<file path="src/rtl/conversor_inverso.sv">
// conversor_inverso: BCD digit -> 4-bit HGFE code word encoder (transmit side).
//
// Accepts one BCD digit per valid/ready transfer. It presents the encoded word
// in parallel with a one-cycle strobe, then shifts it out serially, MSB (H)
// first, inside a 4-cycle frame. A GAP-cycle idle window follows each frame
// before the next digit is accepted. Digits above 9 are rejected and counted.
//
// state    | meaning
// ---------+--------------------------------------------------------------
// ST_IDLE  | ready for a digit; bad digits are rejected here
// ST_SHIFT | serial frame in progress, 4 bit cycles
// ST_GAP   | idle gap after a frame, GAP cycles
//
// Ports:
//   clk, rst_n            clock and asynchronous active-low reset
//   bcd_valid, bcd        upstream digit and its qualifier
//   bcd_ready             high in ST_IDLE (decoded from state only)
//   code_out, code_valid  last encoded word and its one-cycle update strobe
//   ser_out, ser_frame    serial bit (H first) and frame window
//   err, err_count        reject pulse and saturating reject counter

module conversor_inverso #(
    parameter int ERR_W = 8,
    parameter int GAP   = 1
) (
    input  logic             clk,
    input  logic             rst_n,
    input  logic             bcd_valid,
    input  logic [3:0]       bcd,
    output logic             bcd_ready,
    output logic [3:0]       code_out,
    output logic             code_valid,
    output logic             ser_out,
    output logic             ser_frame,
    output logic             err,
    output logic [ERR_W-1:0] err_count
);

    localparam int GAP_W = (GAP > 1) ? $clog2(GAP) : 1;

    typedef enum logic [1:0] {
        ST_IDLE,
        ST_SHIFT,
        ST_GAP
    } state_t;

    state_t           state;
    logic [3:0]       shreg;
    logic [1:0]       bit_cnt;
    logic [GAP_W-1:0] gap_cnt;
    logic [3:0]       enc;
    logic             take;

    function automatic logic [3:0] encode(input logic [3:0] d);
        logic [3:0] w;
        case (d)
            4'd0:    w = 4'b0000;
            4'd1:    w = 4'b0001;
            4'd2:    w = 4'b0011;
            4'd3:    w = 4'b0100;
            4'd4:    w = 4'b0101;
            4'd5:    w = 4'b0111;
            4'd6:    w = 4'b1001;
            4'd7:    w = 4'b1011;
            4'd8:    w = 4'b1100;
            4'd9:    w = 4'b1101;
            default: w = 4'b0000;
        endcase
        return w;
    endfunction

    assign enc       = encode(bcd);
    assign bcd_ready = (state == ST_IDLE);
    assign take      = bcd_valid && bcd_ready;

    // The shift register is all zeros once the frame has been shifted out,
    // and the frame gate keeps the line low in IDLE/GAP regardless.
    assign ser_out = shreg[3] & ser_frame;

    always_ff @(posedge clk or negedge rst_n) begin
        if (!rst_n) begin
            state      <= ST_IDLE;
            shreg      <= 4'b0000;
            bit_cnt    <= 2'd0;
            gap_cnt    <= '0;
            code_out   <= 4'b0000;
            code_valid <= 1'b0;
            ser_frame  <= 1'b0;
            err        <= 1'b0;
            err_count  <= '0;
        end else begin
            code_valid <= 1'b0;
            err        <= 1'b0;
            case (state)
                ST_IDLE: begin
                    if (take) begin
                        if (bcd <= 4'd9) begin
                            code_out   <= enc;
                            code_valid <= 1'b1;
                            shreg      <= enc;
                            bit_cnt    <= 2'd0;
                            ser_frame  <= 1'b1;
                            state      <= ST_SHIFT;
                        end else begin
                            err <= 1'b1;
                            if (err_count != {ERR_W{1'b1}})
                                err_count <= err_count + ERR_W'(1);
                        end
                    end
                end
                ST_SHIFT: begin
                    shreg <= {shreg[2:0], 1'b0};
                    if (bit_cnt == 2'd3) begin
                        ser_frame <= 1'b0;
                        gap_cnt   <= GAP_W'(GAP - 1);
                        state     <= ST_GAP;
                    end else begin
                        bit_cnt <= bit_cnt + 2'd1;
                    end
                end
                ST_GAP: begin
                    // Down-counter: terminal count releases the link to IDLE.
                    if (gap_cnt == '0)
                        state <= ST_IDLE;
                    else
                        gap_cnt <= gap_cnt - GAP_W'(1);
                end
                default: state <= ST_IDLE;
            endcase
        end
    end

endmodule

</file>
<file path="config.mk">
export PLATFORM = sky130hd
export DESIGN_NAME = conversor_inverso
export DESIGN_NICKNAME = d
export VERILOG_FILES = /design/src/rtl/conversor_inverso.sv
export SDC_FILE = /design/constraint.sdc
export NUM_CORES = 1
export LEC_CHECK = 0
export CAP_MARGIN = 0
export CORE_MARGIN = 3
export CORE_UTILIZATION = 52
export CTS_BUF_LIST = sky130_fd_sc_hd__clkbuf_4
export DETAILED_ROUTE_END_ITERATION = 12
export GPL_TIMING_DRIVEN = 0
export PLACE_DENSITY = 0.81
export SLEW_MARGIN = 10
export SYNTH_ARGS = -nofsm -noshare
export SYNTH_HDL_FRONTEND = slang
export SYNTH_SLANG_ARGS = --single-unit
</file>
<file path="constraint.sdc">
create_clock -name clk -period 2.11 [get_ports clk]
set_clock_uncertainty 0.15 [all_clocks]
set_input_delay 0.3165 -clock clk [delete_from_list [all_inputs] [get_ports clk]]
set_output_delay 0.3165 -clock clk [all_outputs]
set_load 0.02 [all_outputs]
</file>
==> metrics <==
Setup violations, final 0; Final GP Congestion 0.7372; share of cells above drive strength 1 between 10% and 20%; die height 53.46 um; top cells by area, synth dfrtp_1 49%, ha_1 6.4%, xor2_1 3.7%; max cap viols 0; Critical Path RT 1640 ps; sw power about 0.67 mW; status completed; full die area about 2900 um^2; Die Wd between 50 and 60 um; FMAX ~0.53 GHz; CTS tree built; Post-Route WL between 2 and 2.5 mm; Ant. Diodes 0; Finished Layout Cells about 160; clk_lat worst skew 300 ps; setup TNS 0 ps; Hold Crit Class in2reg; post-synthesis xor/xnor area fraction ~3.7%; Cells after DPL 158; EDFF count, synth 0; Place WS -429.6 ps; Post-CTS Hold Buffers 0; Worst Path Max Fanout 3; CTS Root Cell clkbuf_4; clock-pin transition on the worst setup and hold timing paths between 100 and 150 ps; number of distinct library cells after synthesis 29; via count 866; initial core utilization 57.35%; IO Count 24; DR DRC count 0; GR Overflow Total 0; clock sinks 23; Max Transition Viols Final 0; Synth top area share 49.15%; post-DR wirelength/cell about 13 um; #FFs+latches synth 23; Yosys Warn Count 0; DRT Pass-1 Iters 4; Switching Fraction between 30% and 40%; startpoint types flip-flop; PnR worst setup slack approximately 220 ps; detailed placement HPWL 1.544 mm; vias in the first global route around 830; Synth Area in Compound Gates about a tenth; min Tclk post-route 1890 ps; Tcrit/Tclk final around nine tenths; vias per cell ~5.3; H-tree depth 1; Rel. slew slack between 30% and 40%; largest family of logic cells by synthesized area simple AND/OR/NAND/NOR gates; Tot GR Track Use between 10% and 20%; area grow syn2layout 27.03%; nets@finish 150; Bufs on Longest Clock Path 2; antenna violations before repair 0; final hold violation count 0; Synth area leader dfrtp_1; Synth Area in Adders under 10%; synth cell count leaders 23 x dfrtp_1, 11 x nor2_1, 9 x nand2_1; Post-Syn Instances 110; maximum VDD drop ~830 uV; multiplexer area fraction after synthesis about 6.5%; port bufs 21; largest net degree at the start of global routing 24; part of the power in combinational logic 45.9%; Post-Syn Area per Cell about 11 um^2; Int Power 1.034 mW; Post-Synth Simple-Gate Area 18.70%; leakage dissipation ~0.7 nW; Least-Margin Pin Slew 987.4 ps; sequential power share a little over two fifths; number of DRC markers in iteration 0 15; post-synthesis sequential area ratio 49.15%; first-pass GRT wire length ~3.6 mm; layout filler cell count ~160; syn_nets 123; RSZ-0062 raised after global routing false; power share of the clock group 11.7%; Cell Rows 16; TritonCTS buffer count 3; Post-synth top flop dfrtp_1; Core Region ~2000 um^2; critical path class reg2out; antenna-violating nets left 0; Worst setup EP type output pin; Mapped Area approximately 1200 um^2; CP arrival between 1000 and 1500 ps; most common cell in the synthesized netlist dfrtp_1; Async SR Flop Fraction 100.0%; power per cell area roughly 1100 nW/um^2
flip-flops by register name, summed over array words and instances (netlist names):
signal / cells
ser_frame: 1
shreg: 4
code_out: 4
state: 2
err_count: 8
err: 1
code_valid: 1
bit_cnt: 2
cell usage in the layout, fill, tap and decap left out, types with 2 or more instances in the layout:
cell / Yosys / final
nor2_1: 11 / 10
dfrtp_1: 23 / 23
and2_1: 2 / 2
xor2_1: 5 / 5
buf_6: 2 / 2
mux2_1: 2 / 2
nor2b_1: 2 / 2
clkbuf_4: 0 / 3
inv_1: 8 / 8
a21oi_1: 5 / 5
nor4_2: 0 / 2
dlymetal6s2s_1: 0 / 2
mux2_2: 3 / 3
o21ai_0: 3 / 3
mux2i_1: 2 / 2
nand2_1: 9 / 9
nor3b_1: 2 / 2
nand3_1: 2 / 2
ha_1: 6 / 6
nor3_1: 5 / 4
clkdlybuf4s50_1: 0 / 18
nand4_1: 2 / 2
nand2b_1: 5 / 5
critical path: stages, from the launching register on:
cell             delay [ps]
dfrtp_1                 390
and2_1                  130
clkdlybuf4s50_1         600
per-stage QoR:
step                      instance area, um^2  power (mW)  hold WS (ps)  utilization [%]
after floorplan                          1171       1.184        -129.1                -
after global placement                   1415       1.481         311.5            69.30
after detailed placement                 1415       1.508         315.8            69.30
after CTS                                1458       1.711         160.7            71.38
after global routing                     1488       1.841         213.3            72.86
final                                    1488       1.702         170.2            72.86
routing by layer:
metal | GRT usage, % | vias to the layer above | wire [um]
li1 | - | 430 | -
met4 | 3.830 | 0 | 12
met2 | 27.55 | 21 | 1023
met1 | 22.78 | 413 | 953
met3 | 4.225 | 2 | 99
met5 | 0 | - | 0
power by group through the flow:
stage | Sequential [mW] | Combinational, mW | Clock (mW)
floorplan | 0.827 | 0.357 | 0
global placement | 0.722 | 0.759 | 0
detailed placement | 0.732 | 0.776 | 0
CTS | 0.723 | 0.781 | 0.208
global route | 0.745 | 0.873 | 0.223
finish | 0.722 | 0.781 | 0.200
cell families after synthesis:
| family | after synthesis |
|---|---|
| AO/OA/AOI/OAI | 15 |
| XOR/XNOR | 5 |
| adder cells (fa/ha/maj) | 6 |
| buffers and inverters | 11 |
| flip-flops | 23 |
| multiplexers | 7 |
| AND/OR/NAND/NOR | 43 |
layout make-up:
| cell class | count | area [um^2] | area share, % |
|---|---|---|---|
| timing repair buffer | 22 | 221.5 | 14.89 |
| clock inverter | 1 | 5.005 | 0.3364 |
| buffer | 3 | 27.53 | 1.850 |
| multi-input combinational | 76 | 571.8 | 38.44 |
| clock buffer | 3 | 22.52 | 1.514 |
| sequential | 23 | 575.6 | 38.69 |
| tap | 27 | 33.78 | 2.271 |
| inverter | 8 | 30.03 | 2.018 |
what timing repair did:
action,in CTS,in global routing
pin swaps,0,4
resized for setup,4,5
endpoints found under the setup margin,4,7
buffers inserted,0,1
path summary, 6_finish.rpt:
path	from	end	slack (ps)	cells past startpoint
max	ser_frame	ser_out	220	2
min	bcd[2]	shreg[0]	170	3
max reg2reg	err_count[0]	err_count[1]	300	5
min reg2reg	shreg[2]	shreg[2]	340	2
max in group asynchronous	rst_n	shreg[1]	820	1
min in group asynchronous	rst_n	code_out[2]	390	1
(Power assumes the default switching activity.)
